--- src/rtl/ascon_perm_ctrl_pkg.sv ---
// Ascon permutation controller: shared constants, types and helpers.
// Round constant generator and 64-bit rotate used by the round datapath.
package ascon_perm_ctrl_pkg;

  localparam int ASCON_ROUNDS_MAX = 12;

  typedef enum logic [1:0] {
    ST_IDLE,
    ST_RUN,
    ST_DONE
  } fsm_t;

  typedef struct packed {
    logic [63:0] x0;
    logic [63:0] x1;
    logic [63:0] x2;
    logic [63:0] x3;
    logic [63:0] x4;
  } ascon_state_t;

  function automatic logic [7:0] ascon_rc(input logic [3:0] idx);
    return {4'hF - idx, idx};
  endfunction

  function automatic logic [63:0] ror64(
    input logic [63:0] v,
    input int unsigned r
  );
    return (v >> r) | (v << (64 - r));
  endfunction

endpackage

--- src/rtl/ascon_perm_ctrl_p.sv ---
// One combinational Ascon round: constant add, bitsliced S-box, linear layer.
// The 8-bit round constant lands in the low byte of x2 only.
module ascon_perm_ctrl_p
  import ascon_perm_ctrl_pkg::*;
(
  input  ascon_state_t s,
  input  logic [7:0]   rc,
  output ascon_state_t q
);

  logic [63:0] a0, a1, a2, a3, a4;
  logic [63:0] t0, t1, t2, t3, t4;
  logic [63:0] b0, b1, b2, b3, b4;
  logic [63:0] c0, c1, c2, c3, c4;

  assign a0 = s.x0 ^ s.x4;
  assign a1 = s.x1;
  assign a2 = s.x2 ^ {56'd0, rc} ^ s.x1;
  assign a3 = s.x3;
  assign a4 = s.x4 ^ s.x3;

  assign t0 = ~a0 & a1;
  assign t1 = ~a1 & a2;
  assign t2 = ~a2 & a3;
  assign t3 = ~a3 & a4;
  assign t4 = ~a4 & a0;

  assign b0 = a0 ^ t1;
  assign b1 = a1 ^ t2;
  assign b2 = a2 ^ t3;
  assign b3 = a3 ^ t4;
  assign b4 = a4 ^ t0;

  // Output mixing uses the pre-update b0/b2 values
  assign c1 = b1 ^ b0;
  assign c0 = b0 ^ b4;
  assign c3 = b3 ^ b2;
  assign c2 = ~b2;
  assign c4 = b4;

  assign q.x0 = c0 ^ ror64(c0, 19) ^ ror64(c0, 28);
  assign q.x1 = c1 ^ ror64(c1, 61) ^ ror64(c1, 39);
  assign q.x2 = c2 ^ ror64(c2, 1)  ^ ror64(c2, 6);
  assign q.x3 = c3 ^ ror64(c3, 10) ^ ror64(c3, 17);
  assign q.x4 = c4 ^ ror64(c4, 7)  ^ ror64(c4, 41);

endmodule

--- src/rtl/ascon_perm_ctrl.sv ---
// Iterative p^a / p^b sequencer: one Ascon round per clock around a single
// round instance, with valid/ready handshakes on both sides.
module ascon_perm_ctrl
  import ascon_perm_ctrl_pkg::*;
#(
  parameter int PA_ROUNDS = 12,
  parameter int PB_ROUNDS = 6
) (
  input  logic        clk,
  input  logic        rst,
  input  logic        in_valid,
  output logic        in_ready,
  input  logic        in_mode,
  input  logic [63:0] x0_in,
  input  logic [63:0] x1_in,
  input  logic [63:0] x2_in,
  input  logic [63:0] x3_in,
  input  logic [63:0] x4_in,
  output logic        out_valid,
  input  logic        out_ready,
  output logic [63:0] x0_out,
  output logic [63:0] x1_out,
  output logic [63:0] x2_out,
  output logic [63:0] x3_out,
  output logic [63:0] x4_out,
  output logic        busy
);

  if (PA_ROUNDS < 1 || PA_ROUNDS > ASCON_ROUNDS_MAX) begin : g_bad_pa
    $error("PA_ROUNDS must be in 1..12");
  end
  if (PB_ROUNDS < 1 || PB_ROUNDS > ASCON_ROUNDS_MAX) begin : g_bad_pb
    $error("PB_ROUNDS must be in 1..12");
  end

  // Rounds always end at idx 11, so a shorter job starts further in
  localparam logic [3:0] IDX_A = 4'(ASCON_ROUNDS_MAX - PA_ROUNDS);
  localparam logic [3:0] IDX_B = 4'(ASCON_ROUNDS_MAX - PB_ROUNDS);

  fsm_t         fsm;
  ascon_state_t st;
  ascon_state_t nxt;
  logic [3:0]   idx;
  logic [7:0]   rc;

  assign rc = ascon_rc(idx);

  ascon_perm_ctrl_p u_ascon_p (
    .s  (st),
    .rc (rc),
    .q  (nxt)
  );

  assign x0_out = st.x0;
  assign x1_out = st.x1;
  assign x2_out = st.x2;
  assign x3_out = st.x3;
  assign x4_out = st.x4;

  always_ff @(posedge clk or posedge rst) begin
    if (rst) begin
      fsm       <= ST_IDLE;
      st        <= '0;
      idx       <= '0;
      in_ready  <= 1'b1;
      out_valid <= 1'b0;
      busy      <= 1'b0;
    end else begin
      unique case (fsm)
        ST_IDLE: begin
          if (in_valid) begin
            st       <= {x0_in, x1_in, x2_in, x3_in, x4_in};
            idx      <= in_mode ? IDX_B : IDX_A;
            fsm      <= ST_RUN;
            in_ready <= 1'b0;
            busy     <= 1'b1;
          end
        end
        ST_RUN: begin
          st <= nxt;
          if (idx == 4'd11) begin
            fsm       <= ST_DONE;
            out_valid <= 1'b1;
          end else begin
            idx <= idx + 4'd1;
          end
        end
        ST_DONE: begin
          if (out_ready) begin
            fsm       <= ST_IDLE;
            out_valid <= 1'b0;
            busy      <= 1'b0;
            in_ready  <= 1'b1;
          end
        end
        default: fsm <= ST_IDLE;
      endcase
    end
  end

endmodule
--- config.mk ---
export PLATFORM = sky130hd
export DESIGN_NAME = ascon_perm_ctrl
export DESIGN_NICKNAME = d
export VERILOG_FILES = /design/src/rtl/ascon_perm_ctrl_pkg.sv /design/src/rtl/ascon_perm_ctrl_p.sv /design/src/rtl/ascon_perm_ctrl.sv
export SDC_FILE = /design/constraint.sdc
export NUM_CORES = 2
export LEC_CHECK = 0
export BUFFER_PORTS_ARGS = -buffer_cell sky130_fd_sc_hd__buf_2
export CORE_MARGIN = 2
export CORE_UTILIZATION = 39
export DETAILED_ROUTE_END_ITERATION = 6
export PLACE_DENSITY = 0.61
export SLEW_MARGIN = 30
export SYNTH_ARGS = -nofsm -noshare
export SYNTH_HDL_FRONTEND = slang
export SYNTH_SLANG_ARGS = --single-unit
--- constraint.sdc ---
create_clock -name clk -period 18.7 [get_ports clk]
set_input_delay 5.61 -clock clk [delete_from_list [all_inputs] [get_ports clk]]
set_output_delay 5.61 -clock clk [all_outputs]
set_load 0.02 [all_outputs]
==> impl_metrics.json <==
{
  "pre_cts_ws_ps": 9540,
  "port-buffer-count": 647,
  "r2r_start": "fsm[0]",
  "synth_warnings": 0,
  "synth_area_per_cell_um2": 10.6,
  "max_stage_delay_ps": 860,
  "crit_slowest_cell": "buf_4",
  "fp.dieW_um": 282,
  "cp_max_fo": 94,
  "synth-seq-cells": 329,
  "cts_setup_buffers": 0,
  "drive_gt1_share_pct": 22.8,
  "globalRouteTotalUtil_pct": 37.9,
  "critPathArrivalTime_ps": 9010,
  "syn-num-nets": 3297,
  "final.setup.tns_ps": 0,
  "finalWeightedCongestion": 1.05,
  "rows": 101,
  "cts.sinks": 329,
  "clock_path_buffers": 3,
  "cts_buffers": 43,
  "grt_pass1_wl_mm": 206,
  "grt_pass1_vias": 25500,
  "cp-end-kind": "flip-flop",
  "fin_crit_sh_pct": 45.5,
  "path_cells": "buf_2 > buf_4 > nor2_1 > or2_4 > buf_12 > buf_4 > buf_4 > or3_1 > o21ai_0 > a21oi_1",
  "dp_hpwl_mm": 125,
  "vias_per_cell": 5.99,
  "pin_count": 648,
  "cap_viol_max_count": 0,
  "setup_viol": 0,
  "synth_cell_type_count": 51,
  "first_pass_iters": 5,
  "ys_seq_area_share_pct": 27.4,
  "r2r-end": "x0_out[42]",
  "cts_hold_buf": 0,
  "synth_top_flop_cell": "dfrtp_1",
  "syn_inst": 2843,
  "min_path_type": "reg2reg",
  "async_flop_share_pct": 100,
  "cts.clk_slew.worst_paths_ps": 60,
  "post-route-drc-count": 0,
  "startpoint": "in_valid",
  "ff2ff_path_depth": 8,
  "r2r_slack_ps": 14710,
  "slew_viol_final": 0,
  "critical_path.startpoint_type": "input pin",
  "path_delay_family": "buffers and inverters",
  "antenna_found_initial": 9,
  "crit_cells": 10,
  "root_buffer": "clkbuf_16",
  "die_h_um": 282,
  "finalNetCount": 3867,
  "cp_num_buf_inv": 5,
  "max_slew_margin_pct": 19.5,
  "setup_slack_ps": 10200,
  "synthToLayoutAreaGrowth_pct": 19.3,
  "rsz0062_at_grt": "no",
  "vias": 26800,
  "detail-route-antenna-nets": 0,
  "finalHoldViolations": 0,
  "clock_latency_ps": 600,
  "die_area_mm2": 0.0793,
  "drtIter0Drc": 3466,
  "wl_per_cell_um": 34.3,
  "fillerInstances": 7311,
  "cts_resized": 0,
  "critPathRequiredTime_ps": 19210,
  "cts_tree": "yes",
  "max_freq_ghz": 0.118,
  "cts_htree_levels": 2,
  "worstSetupPathType": "in2reg",
  "routed_wl_mm": 154,
  "initial_utilization_pct": 39.5,
  "coreArea_mm2": 0.0761,
  "outcome": "completed",
  "synth_area_mm2": 0.0301,
  "crit_top_cell": "buf_4",
  "grt_max_degree": 164,
  "grt_overflow_total": 0,
  "crit_end": "x0_out[42]",
  "synth_edf_count": 0,
  "tightest_slew_ps": 1200,
  "skew_ps": 28.9,
  "fin_crit_ps": 8500
}
[metrics by stage]
step	instance area, um2	instances	utilization, %	hold slack, ps
2_1_floorplan	30100	2843	-	556
5_1_grt	35900	4476	47.1	554
3_5_place_dp	34300	4396	45.1	499
4_1_cts	35700	4473	47.0	515
6_report	35900	4477	47.1	515
3_3_place_gp	34200	4396	45.0	496
[routing by layer]
| layer | routed length (um) | up-vias | global-route usage, % |
|---|---|---|---|
| li1 | - | 11200 | - |
| met1 | 58200 | 13500 | 48.0 |
| met4 | 11400 | 6 | 22.5 |
| met3 | 17000 | 393 | 10.3 |
| met5 | 34 | - | 0 |
| met2 | 67100 | 1746 | 57.8 |
[how the worst min path moves through the flow]
| stage | from | slack [ps] | end | depth (start not counted) |
|---|---|---|---|---|
| floorplan | in_ready | 560 | in_ready | 2 |
| global placement | out_valid | 500 | out_valid | 2 |
| detailed placement | out_valid | 500 | out_valid | 2 |
| CTS | out_valid | 520 | out_valid | 2 |
| global route | out_valid | 550 | out_valid | 2 |
| finish | out_valid | 510 | out_valid | 2 |
[registers in the layout, indices dropped and copies added (netlist names)]
signal,count
x4_out,64
x1_out,64
x3_out,64
x0_out,64
idx,4
fsm,2
busy,1
in_ready,1
x2_out,64
out_valid,1
[cell usage after synthesis, types with 7 or more instances]
library cell,number,area [um2]
xnor2_2,7,114
xor2_1,157,1380
maj3_1,62,621
buf_2,20,100
xnor2_1,472,4130
xnor3_1,246,5540
ha_1,129,1610
or3_1,67,419
xor3_1,12,285
nor3b_1,65,488
a2bb2oi_1,31,272
clkbuf_1,120,450
a21oi_1,141,706
mux2i_1,54,541
nor2_1,46,173
o22a_1,64,561
buf_1,8,30.0
dfrtp_1,328,8210
o21ai_0,112,561
a221oi_1,154,1350
nand2_1,142,533
nor3_1,157,786
inv_1,194,728
[final cells by class]
class / instances / area (um2) / area share, %
tap: 1030 / 1290 / 3.59
multi-input combinational: 2167 / 20600 / 57.6
inverter: 194 / 736 / 2.05
clock inverter: 7 / 63.8 / 0.178
antenna: 2 / 5.00 / 0.0140
sequential: 329 / 8240 / 23.0
clock buffer: 70 / 1330 / 3.71
timing repair buffer: 678 / 3560 / 9.92
[logic make-up (layout without fill, tap and decap cells)]
kind of cell,after synthesis,count (layout),synth area share (%)
xor gates and xnor gates,895,895,38.2
AOI/OAI and AO/OA,525,525,12.1
muxes,54,54,1.80
buffers and inverters,347,949,4.55
other,0,2,0
and+or+nand+nor,502,502,8.55
adders and majority gates,191,191,7.44
DFF,329,329,27.4
[cells in the final DEF (no fill, tap or decap), drive strengths merged, types with 70 or more instances in the layout]
cell type	count
buf	678
xnor2	479
dfrtp	328
xnor3	246
inv	194
nor3	157
xor2	157
a221oi	154
nand2	142
a21oi	142
ha	129
o21ai	114
clkbuf	70
[worst min-delay path, stage by stage, from the launching register on]
cell and delay [ps]:
dfrtp_1 370, nand2_1 50, o21ai_0 60
Power is not shown: default switching activity piles up to over one toggle a cycle in this logic, so the estimate is an artifact.
